File: src/rtl/add4_serial_restore.sv
// add4_serial_restore: bit-serial ripple adder that rebuilds the minuend
// A = D + B (mod 2^WIDTH) from a subtractor's difference D and subtrahend B.
// A single full-adder cell plus a carry flip-flop processes one bit per clock,
// LSB first. Start/Done handshake; Sum/Carry hold until the next completion.
//
// Optional build macro ADD4_SERIAL_OVF_EN adds an Ovf output carrying the
// two's-complement overflow of D + B (carry-into-MSB XOR carry-out-of-MSB).
module add4_serial_restore #(
    parameter int WIDTH = 4
) (
    input  logic             CLK,
    input  logic             RST,
    input  logic             Start,
    input  logic [WIDTH-1:0] D,
    input  logic [WIDTH-1:0] B,
    output logic             Busy,
    output logic             Done,
    output logic [WIDTH-1:0] Sum,
    output logic             Carry
`ifdef ADD4_SERIAL_OVF_EN
    ,
    output logic             Ovf
`endif
);

    localparam int CNT_W = $clog2(WIDTH);

    typedef enum logic [1:0] {
        S_IDLE,
        S_SHIFT,
        S_DONE
    } state_t;

    state_t             state_q;
    logic [WIDTH-1:0]   d_q;
    logic [WIDTH-1:0]   b_q;
    // Holds bits 0..WIDTH-2 of the result; the final bit joins it at DONE entry.
    logic [WIDTH-2:0]   res_q;
    logic [CNT_W-1:0]   cnt_q;
    logic               carry_q;
    logic               busy_q;
    logic               done_q;
    logic [WIDTH-1:0]   sum_q;
    logic               cout_q;

    logic               sum_bit_d;
    logic               cout_d;
    logic [WIDTH-1:0]   res_full_d;

    // Single full-adder cell fed by the operand LSBs and the carry flip-flop.
    always_comb begin
        sum_bit_d  = d_q[0] ^ b_q[0] ^ carry_q;
        cout_d     = (d_q[0] & b_q[0]) | (carry_q & (d_q[0] ^ b_q[0]));
        res_full_d = {sum_bit_d, res_q};
    end

`ifdef ADD4_SERIAL_OVF_EN
    logic ovf_q;

    // Signed overflow: carry into the MSB (carry FF now) differs from carry out.
    always_ff @(posedge CLK or posedge RST) begin
        if (RST) begin
            ovf_q <= 1'b0;
        end else if (state_q == S_SHIFT && cnt_q == CNT_W'(WIDTH - 1)) begin
            ovf_q <= carry_q ^ cout_d;
        end
    end

    assign Ovf = ovf_q;
`endif

    // Control FSM, operand/result shifting and registered handshake outputs.
    always_ff @(posedge CLK or posedge RST) begin
        if (RST) begin
            state_q <= S_IDLE;
            d_q     <= '0;
            b_q     <= '0;
            res_q   <= '0;
            cnt_q   <= '0;
            carry_q <= 1'b0;
            busy_q  <= 1'b0;
            done_q  <= 1'b0;
            sum_q   <= '0;
            cout_q  <= 1'b0;
        end else begin
            case (state_q)
                S_SHIFT: begin
                    res_q   <= res_full_d[WIDTH-1:1];
                    carry_q <= cout_d;
                    d_q     <= {1'b0, d_q[WIDTH-1:1]};
                    b_q     <= {1'b0, b_q[WIDTH-1:1]};
                    cnt_q   <= cnt_q + CNT_W'(1);
                    if (cnt_q == CNT_W'(WIDTH - 1)) begin
                        sum_q   <= res_full_d;
                        cout_q  <= cout_d;
                        busy_q  <= 1'b0;
                        done_q  <= 1'b1;
                        state_q <= S_DONE;
                    end
                end
                // IDLE and DONE both accept a new request; DONE lasts one cycle.
                default: begin
                    done_q <= 1'b0;
                    if (Start) begin
                        d_q     <= D;
                        b_q     <= B;
                        res_q   <= '0;
                        carry_q <= 1'b0;
                        cnt_q   <= '0;
                        busy_q  <= 1'b1;
                        state_q <= S_SHIFT;
                    end else begin
                        state_q <= S_IDLE;
                    end
                end
            endcase
        end
    end

    assign Busy  = busy_q;
    assign Done  = done_q;
    assign Sum   = sum_q;
    assign Carry = cout_q;

endmodule

File: config.mk
export PLATFORM = sky130hd
export DESIGN_NAME = add4_serial_restore
export DESIGN_NICKNAME = d
export VERILOG_FILES = /design/src/rtl/add4_serial_restore.sv
export SDC_FILE = /design/constraint.sdc
export NUM_CORES = 1
export LEC_CHECK = 0
export ABC_AREA = 1
export BUFFER_PORTS_ARGS = -buffer_cell sky130_fd_sc_hd__buf_4
export CORE_MARGIN = 1.5
export CORE_UTILIZATION = 52
export DETAILED_ROUTE_END_ITERATION = 16
export GPL_TIMING_DRIVEN = 0
export HOLD_SLACK_MARGIN = 0.05
export PLACE_DENSITY_LB_ADDON = 0.05
export SLEW_MARGIN = 10
export SYNTH_ARGS = -nofsm -noshare
export SYNTH_HDL_FRONTEND = slang
export SYNTH_SLANG_ARGS = --single-unit
File: constraint.sdc
create_clock -name CLK -period 1.3 [get_ports CLK]
set_clock_uncertainty 0.1 [all_clocks]
set_input_delay 0.39 -clock CLK [delete_from_list [all_inputs] [get_ports CLK]]
set_output_delay 0.39 -clock CLK [all_outputs]
set_load 0.03 [all_outputs]
After elaboration in Yosys (flattened, before gate mapping)
Index checks and enable logic that the tools add are counted.

Bits of input ports: 11. Output and inout bits: 7. Bits in registers: 23. Logic and storage cells: 40.

Bitwise logic cells: 5. Equality and inequality tests: 3. Multiplexer cells: 18. Reduce and logical (&&, ||, !) cells: 3. $add $sub $neg: 1.

Operators with widths (number): $mux 4 (4); $mux 1 (8); $mux 2 (4); $mux 3 (2); $reduce_and 2->1 (2); $add 2x1->2 const B (1); $and 1x1->1 (2); $eq 2x1->1 const B (1); $eq 2x2->1 const B (1); $ne 2x2->1 const B (1); $reduce_bool 2->1 (1); $xor 1x1->1 (2); $or 1x1->1 (1).

Logic depth before layout (Yosys ltp)
Gate-level depths: netlist (run 1).

Word-level depth: 4. Gate-level depth with buffers: 5.

Worst setup path before layout (run 1)
No wires, ideal clock.

Path type: register to register. From: register d_q[0]. To: register res_q[2]. Setup time: 0.116 ns. Stages on the path, launching flop included: 4. Setup slack: 0.107 ns. Arrival: 0.976 ns. Period minus slack after synthesis: 1.193 ns. Path through: dfrtp_1 -> fa_1 -> nand2_1 -> nand2_1.

Longest elaborated chain between the ends: 3.

RTL lines: start: declaration (line 35) `logic [WIDTH-1:0] d_q;`; start signal: assignment (line 90) `d_q <= {1'b0, d_q[WIDTH-1:1]};`; $xor 1x1->1 (2 in a row) (line 52) `sum_bit_d = d_q[0] ^ b_q[0] ^ carry_q;`; named net sum_bit_d (line 46) `logic sum_bit_d;`; $mux 3 (line 86) `case (state_q)`; end signal: assignment (line 88) `res_q <= res_full_d[WIDTH-1:1];`; end: declaration (line 38) `logic [WIDTH-2:0] res_q;`.

The timed path passes the listed nets, and every way through them passes these cells. A chain may end at the register's enable or synchronous reset.

Final worst setup path (run 1)
From: register cout_q (netlist: Carry). To: output Carry.

RTL lines: start: declaration (line 44) `logic cout_q;`; start signal: assignment (line 95) `cout_q <= cout_d;`; end: declaration (line 19) `output logic Carry`.

No word-level cell between the ends.

==> impl_metrics.yaml, run 1 <==
outcome:
  status: "complete, but fails checks"
  violations: "setup timing"
synthesis:
  synth_fp_nets: 118
  synth-seq-cells: 22
  netlist_top_cells_area: "dfrtp_1, nand2_1, nand3_1"
  synth.distinct_cells: 15
  synth_top_area_share_pct: 57.1
  yosys_warnings: 0
  yosysSeqAreaShare_pct: 57.1
  synth_area_um2: 965
  syn_inst: 105
  yosys.area.top_type: "dfrtp_1"
  syn-mean-instance-area_um2: 9.19
sta:
  setup_viol: 7
  slew_headroom_pct: 45.2
  clock.fmax_mhz: 739
  rsz0062_at_grt: "true"
  finalWorstSetupSlack_ps: -52.9
  tightestPinTransition_ps: 822
  fin_crit_sh_pct: 104
  fin_crit_ps: 1350
  finalMaxSlewViolations: 0
  finalHoldViolations: 0
hold_path:
  min_path_type: "primary input to asynchronous set/reset pin"
placed_design:
  dp_slack_ps: 29.6
  gp_congestion: 0.742
  numPortBuffers: 17
  dp_cells: 147
critical_path:
  max_stage_delay_ps: 420
  cp.arrival_ps: 860
  worst_setup_path_end_kind: "primary output"
  worst-path-buf-inv: 1
  critical_path.top_delay_family: "flip-flops"
  startpoint_type: "register"
  critical-path-slowest-cell: "dfrtp_1"
  worstPathCellList: "buf_6"
  worstPathRequired_ps: 810
  path_class: "register to primary output"
  critPathMaxFanout: 2
clocking:
  clock-root-buffer: "clkbuf_4"
  numCtsBuffers: 3
  cts_tree: "yes"
  path_clk_slew_ps: 120
  clock_latency_ps: 300
  htree_levels: 1
  cts_hold_buf: 0
  numClockSinks: 22
  clock_path_buffers: 2
layout:
  final_common_cell: "nand2_1"
  regArea_um2: 551
  antennaDiodeCount: 0
  nets: 150
  multi_input_area_um2: 363
  layout-drive-gt1-share_pct: 31.6
  instances_no_fill: 161
  synthToLayoutAreaGrowth_pct: 31.0
  nFillCells: 142
  utilization_pct: 73.2
  final_cell_mix: "nand2_1, dfrtp_1, buf_4"
route:
  wl_um: 1820
  drcViolationCount: 0
  drt-initial-drc-count: 7
  post_drt_wl_per_cell_um: 11.3
  ant_nets: 0
  via_per_inst: 4.71
  routed-via-count: 759
  first_pass_iters: 4
power:
  power_leakage_nw: 0.698
  ir_drop_uv: 1270
  power.density_nw_per_um2: 2310
floorplan:
  die_h_um: 46.1
  rows: 15
  start_util_pct: 55.9
  pin_count: 18
  core_area_um2: 1730
  die-area_um2: 2120
  die_w_um: 46.1
grt:
  grt_pass1_wl_um: 2880
  overflow: 0
  grt_usage_pct: 19.1
  antenna_found_initial: 0
  grt_max_degree: 23
  grt_pass1_vias: 719
run:
  maxCapViolations: 0
report_power, final:
| group | switching, mW | internal, mW | total [mW] |
|---|---|---|---|
| registers | 0.177 | 0.958 | 1.13 |
| logic | 0.771 | 0.648 | 1.42 |
| clock network | 0.198 | 0.171 | 0.368 |
| total | 1.15 | 1.78 | 2.92 |
routing by layer:
metal / vias up / wire length [um] / GRT usage, %
li1: 393 / - / -
met1: 348 / 819 / 21.5
met2: 15 / 934 / 35.0
met3: 3 / 52 / 3.92
met4: 0 / 16 / 6.86
met5: - / 0 / 0
area by class of cell:
cell class / instances / area share, %
Multi-Input combinational cell: 73 / 28.7
Sequential cell: 22 / 43.6
Buffer: 3 / 2.18
Timing Repair Buffer: 27 / 18.1
Inverter: 7 / 2.08
Tap cell: 25 / 2.48
Clock buffer: 4 / 2.87
final timing paths:
path / start / slack (ps) / cells after the start / end
max in group asynchronous: RST / 450 / 2 / res_q[2]$_DFFE_PP0P_
min in group CLK: D[1] / 220 / 3 / d_q[1]$_DFFE_PP0P_
min: RST / 140 / 2 / b_q[2]$_DFFE_PP0P_
max reg2reg: carry_q$_DFFE_PP0P_ / 60 / 3 / res_q[2]$_DFFE_PP0P_
min reg2reg: res_q[0]$_DFFE_PP0P_ / 390 / 2 / Sum[0]$_DFFE_PP0P_
max: Carry$_DFFE_PP0P_ / -50 / 1 / Carry
kinds of logic after synthesis:
family / share of synthesized area, %
adders and majority gates: 3.37
buffers and inverters: 5.58
AOI/OAI and AO/OA: 0.518
and+or+nand+nor: 33.5
DFF: 57.1
synth_stat cells:
cell type	n
buf_6	2
nor2_2	1
fa_1	1
buf_2	1
ha_1	1
nand3_1	18
a21oi_1	1
nand2_4	1
nand3_2	2
nor2_4	2
inv_1	5
inv_2	2
dfrtp_1	22
nand2_1	45
nor2_1	1
worst register-to-register path, cell delays in order, from the launching register on:
cell and delay, ps:
dfrtp_1 420, fa_1 560, nand2_1 60, nand2_1 60
sequential cells by signal (all words and copies together), names as in the netlist:
signal / cells
Sum: 4
b_q: 4
d_q: 4
res_q: 3
cnt_q: 2
Busy: 1
Carry: 1
Done: 1
carry_q: 1
state_q: 1
metrics by stage:
step	TNS (ps)	cell area (um^2)	hold slack [ps]	total power [mW]
after floorplan	0	965	279	2.00
after global placement	0	1120	356	2.30
after detailed placement	0	1120	358	2.34
after CTS	-302	1220	162	2.85
after global routing	-558	1260	198	3.14
final	-301	1260	140	2.92
what timing repair did:
| item | in CTS | in global routing |
|---|---|---|
| resized for setup | 7 | 1 |
| endpoints found under the setup margin | 7 | 13 |
| buffers inserted | 5 | 5 |
| pin swaps | 0 | 1 |
(Power assumes the default switching activity.)
==> run 2, diff against run 1 <==
Settings changed: CELL_PAD_IN_SITES_DETAIL_PLACEMENT set to 1, CELL_PAD_IN_SITES_GLOBAL_PLACEMENT set to 1, CORE_UTILIZATION 52 to 40.
==> run 2 against run 1 <==
  * Highest routed layer unchanged
  * Sequential share of layout area increased by 1.2 points
  * Die area increased by 28%
  * Clock power decreased by 17%
  * Critical path type unchanged
  * Cell count decreased by 1.2%
  * The flow still finishes with violations (setup timing)
  * Wire length increased by 12%
  * Critical endpoint unchanged
  * Count of clock-buffer cells in the layout decreased by 1
==> impl_metrics.yaml, run 2 (synthesized netlist as in run 1, its figures left out) <==
outcome:
  status: "complete, but fails checks"
  violations: "setup timing"
placed_design:
  numPortBuffers: 17
  dp_slack_ps: 21.8
  hpwlAfterDp_um: 1460
  gp_congestion: 0.692
critical_path:
  startpoint_type: "register"
  worstPathCellList: "buf_6"
  critical_path.top_delay_family: "flip-flops"
  worst-path-buf-inv: 1
  max_stage_delay_ps: 420
  r2r_start: "d_q[0]$_DFFE_PP0P_"
  critical-path-slowest-cell: "dfrtp_1"
  cp.arrival_ps: 870
  worst_setup_path_end_kind: "primary output"
  r2r_cells: 3
  r2r_end: "Sum[3]$_DFFE_PP0P_"
  critPathMaxFanout: 2
  path_class: "register to primary output"
  worstPathRequired_ps: 810
  worst-r2r-setup-slack_ps: 50
floorplan:
  die_w_um: 52.1
  start_util_pct: 42.8
  pin_count: 18
  core_area_um2: 2250
  rows: 17
  die-area_um2: 2720
  die_h_um: 52.1
sta:
  setup_viol: 7
  slew_headroom_pct: 45.1
  holdWs_ps: 128
  finalMaxSlewViolations: 0
  tns_ps: -329
  fin_crit_ps: 1360
  tightestPinTransition_ps: 823
  fin_crit_sh_pct: 105
  finalHoldViolations: 0
  finalWorstSetupSlack_ps: -64.1
  rsz0062_at_grt: "true"
  clock.fmax_mhz: 733
grt:
  grt_max_degree: 23
  overflow: 0
  grt_pass1_vias: 736
  antenna_found_initial: 0
  grt_usage_pct: 17.2
  grt_pass1_wl_um: 3260
route:
  first_pass_iters: 4
  post_drt_wl_per_cell_um: 12.8
  drcViolationCount: 0
  via_per_inst: 4.91
  wl_um: 2040
  drt-initial-drc-count: 13
  routed-via-count: 781
  ant_nets: 0
clocking:
  numCtsBuffers: 3
  clock_path_buffers: 2
  path_clk_slew_ps: 120
  cts_tree: "yes"
  clock_latency_ps: 310
  numClockSinks: 22
  htree_levels: 1
  clock-root-buffer: "clkbuf_4"
layout:
  antennaDiodeCount: 0
  synthToLayoutAreaGrowth_pct: 27.4
  nets: 146
  final_cell_mix: "nand2_1, dfrtp_1, nand3_1"
  layout-drive-gt1-share_pct: 29.0
  final_common_cell: "nand2_1"
power:
  power.density_nw_per_um2: 2310
  ir_drop_uv: 1190
  power_leakage_nw: 0.670
hold_path:
  min_path_type: "primary input to asynchronous set/reset pin"
run:
  maxCapViolations: 0
-- run 2: changes by cell type in the layout (fill, tap and decap cells not counted) --
cell and change:
clkbuf_8 -1, nor2_2 -1, buf_4 -4, nor2_4 +1
-- run 2: per-stage QoR --
| stage | total power, mW | instance area, um^2 | cells | utilization [%] |
|---|---|---|---|---|
| floorplan | 2.00 | 965 | 105 | - |
| global placement | 2.33 | 1130 | 150 | 50.0 |
| detailed placement | 2.38 | 1130 | 150 | 50.0 |
| CTS | 2.77 | 1180 | 154 | 52.5 |
| global route | 3.08 | 1230 | 159 | 54.5 |
| finish | 2.84 | 1230 | 159 | 54.5 |
-- run 2: per-layer routing --
metal | wire, um | global-route usage, % | vias up
li1 | - | - | 384
met1 | 907 | 22.0 | 376
met2 | 1020 | 27.2 | 16
met3 | 67 | 2.59 | 5
met4 | 45 | 10.5 | 0
met5 | 0 | 0 | -
-- run 2: layout make-up --
type / instances / area [um^2]
multi-input combinational: 73 / 368
tap: 28 / 35.0
sequential: 22 / 551
fill: 282 / 1030
buffer: 3 / 27.5
timing repair buffer: 23 / 199
clock buffer: 3 / 22.5
inverter: 7 / 26.3
-- run 2: worst max-delay path by stage --
stage                                   from                   end  slack [ps]  cells past startpoint
final                      Carry$_DFFE_PP0P_                 Carry         -60                      1
after CTS                 Sum[0]$_DFFE_PP0P_                Sum[0]         -60                      1
after global routing       Carry$_DFFE_PP0P_                 Carry        -100                      1
after floorplan           d_q[0]$_DFFE_PP0P_  res_q[2]$_DFFE_PP0P_         110                      3
after global placement                   RST      Busy$_DFFE_PP0P_          30                      2
after detailed placement                 RST      Done$_DFFE_PP0P_          20                      2
-- run 2: power by group --
| part | internal [mW] | leakage (nW) | total, mW | switching, mW |
|---|---|---|---|---|
| Clock | 0.108 | 0.0138 | 0.307 | 0.198 |
| Sequential | 0.958 | 0.283 | 1.14 | 0.183 |
| Combinational | 0.609 | 0.373 | 1.40 | 0.787 |
| Total | 1.68 | 0.670 | 2.84 | 1.17 |
-- run 2: repair_timing --
action / CTS / global route
setup endpoints to repair: 7 / 11
setup buffers: 1 / 5
hold buffers: 0 / 0
resized for setup: 7 / 2
==> run 3, diff against run 2 <==
Settings changed: SKIP_CTS_REPAIR_TIMING set to 1.
==> run 3 against run 2 <==
  * The flow still finishes with violations (setup timing)
  * Total power about the same
  * Critical path depth unchanged
  * Design area unchanged
  * Non-clock buffer count unchanged
  * Sequential power about the same
  * Count of clock-buffer cells in the layout unchanged
  * Maximum frequency about the same
  * Hold slack about the same
  * Sequential share of layout area unchanged
  * Setup slack worse by 0.82 ps
  * Global-route usage unchanged
  * Critical endpoint is now Done
  * Largest power group unchanged
  * Highest routed layer unchanged
==> impl_metrics.yaml, run 3 (synthesized netlist as in run 1, its figures left out) <==
outcome:
  status: "complete, but fails checks"
  violations: "setup timing"
floorplan:
  rows: 17
  die_h_um: 52.1
  die_w_um: 52.1
  pin_count: 18
  start_util_pct: 42.8
  core_area_um2: 2250
  die-area_um2: 2720
grt:
  grt_max_degree: 23
  grt_pass1_vias: 733
  overflow: 0
  grt_usage_pct: 17.2
  grt_pass1_wl_um: 3260
  antenna_found_initial: 0
sta:
  clock.fmax_mhz: 733
  rsz0062_at_grt: "true"
  tns_ps: -350
  slew_headroom_pct: 45.1
  finalMaxSlewViolations: 0
  fin_crit_sh_pct: 105
  setup_viol: 7
  finalHoldViolations: 0
  tightestPinTransition_ps: 822
  finalWorstSetupSlack_ps: -65.0
  fin_crit_ps: 1360
route:
  first_pass_iters: 4
  drt-initial-drc-count: 13
  ant_nets: 0
  via_per_inst: 4.92
  routed-via-count: 782
  post_drt_wl_per_cell_um: 12.7
  drcViolationCount: 0
  wl_um: 2020
power:
  p_int_mw: 1.68
  power.density_nw_per_um2: 2310
  p_clk_share_pct: 10.8
  p_sw_mw: 1.17
  p_seq_share_pct: 40.3
  combPwrFrac_pct: 49.0
  report.power.total_mw: 2.84
  ir_drop_uv: 1200
  power_leakage_nw: 0.670
  switching_share_pct: 41.0
critical_path:
  worstPathCellList: "buf_6"
  cp.arrival_ps: 870
  critical-path-slowest-cell: "dfrtp_1"
  critPathMaxFanout: 3
  max_stage_delay_ps: 420
  worstPathRequired_ps: 810
  path_depth: 1
  worst-path-buf-inv: 1
  startpoint_type: "register"
  path_class: "register to primary output"
  critical_path.top_delay_family: "flip-flops"
  r2r_cells: 3
  worst_setup_path_end_kind: "primary output"
placed_design:
  hpwlAfterDp_um: 1460
  numPortBuffers: 17
  dp_cells: 150
  dp_slack_ps: 21.8
  gp_congestion: 0.692
  placed_area_um2: 1130
layout:
  stdcell_area_um2: 1230
  nFillCells: 285
  final_common_cell: "nand2_1"
  nets: 146
  regArea_um2: 551
  instances_no_fill: 159
  final_cell_mix: "nand2_1, dfrtp_1, nand3_1"
  antennaDiodeCount: 0
  synthToLayoutAreaGrowth_pct: 27.4
  multi_input_area_um2: 368
  layout-drive-gt1-share_pct: 29.0
run:
  maxCapViolations: 0
hold_path:
  min_path_type: "primary input to asynchronous set/reset pin"
clocking:
  numClockSinks: 22
  path_clk_slew_ps: 120
  clock_latency_ps: 310
  numCtsBuffers: 3
  clock-root-buffer: "clkbuf_4"
  clock_path_buffers: 2
  htree_levels: 1
  cts_tree: "yes"
==> run 3: worst register-to-register path, cell delays in order, from the launching register on <==
cell and delay [ps]:
dfrtp_1 410, fa_1 570, nand2_1 60, nand2_1 60
==> run 3: power by group through the flow <==
| stage | registers, mW | clock network, mW | logic [mW] |
|---|---|---|---|
| 6_report | 1.14 | 0.307 | 1.39 |
| 5_1_grt | 1.18 | 0.345 | 1.55 |
| 4_1_cts | 1.13 | 0.317 | 1.23 |
| 3_5_place_dp | 1.15 | 0 | 1.23 |
| 3_3_place_gp | 1.14 | 0 | 1.19 |
| 2_1_floorplan | 1.28 | 0 | 0.717 |
==> run 3: per-layer routing <==
layer	wire length (um)	vias to the layer above	track usage, %
li1	-	384	-
met1	892	377	22.0
met2	1020	16	27.2
met3	67	5	2.59
met4	45	0	10.5
met5	0	-	0
==> run 3: layout make-up <==
| type | instances | share of cell area [%] |
|---|---|---|
| buffer | 3 | 2.24 |
| clock buffer | 3 | 1.83 |
| inverter | 7 | 2.14 |
| multi-input combinational | 73 | 29.9 |
| sequential | 22 | 44.8 |
| tap | 28 | 2.85 |
| timing repair buffer | 23 | 16.2 |
==> run 3: path summary, 6_finish.rpt <==
path | startpoint | to | slack, ps
hold reg to reg | d_q[3]$_DFFE_PP0P_ | d_q[3]$_DFFE_PP0P_ | 390
max in group asynchronous | RST | d_q[1]$_DFFE_PP0P_ | 450
hold / removal | RST | cnt_q[0]$_DFFE_PP0P_ | 130
min in group CLK | D[1] | d_q[1]$_DFFE_PP0P_ | 220
setup reg to reg | d_q[0]$_DFFE_PP0P_ | Sum[3]$_DFFE_PP0P_ | 50
setup / recovery | Done$_DFFE_PP0P_ | Done | -60
==> run 3: metrics by stage <==
stage | hold slack, ps | utilization [%]
final | 128 | 54.5
after global routing | 213 | 54.5
after CTS | 169 | 51.0
after detailed placement | 367 | 50.0
after global placement | 356 | 50.0
after floorplan | 279 | -
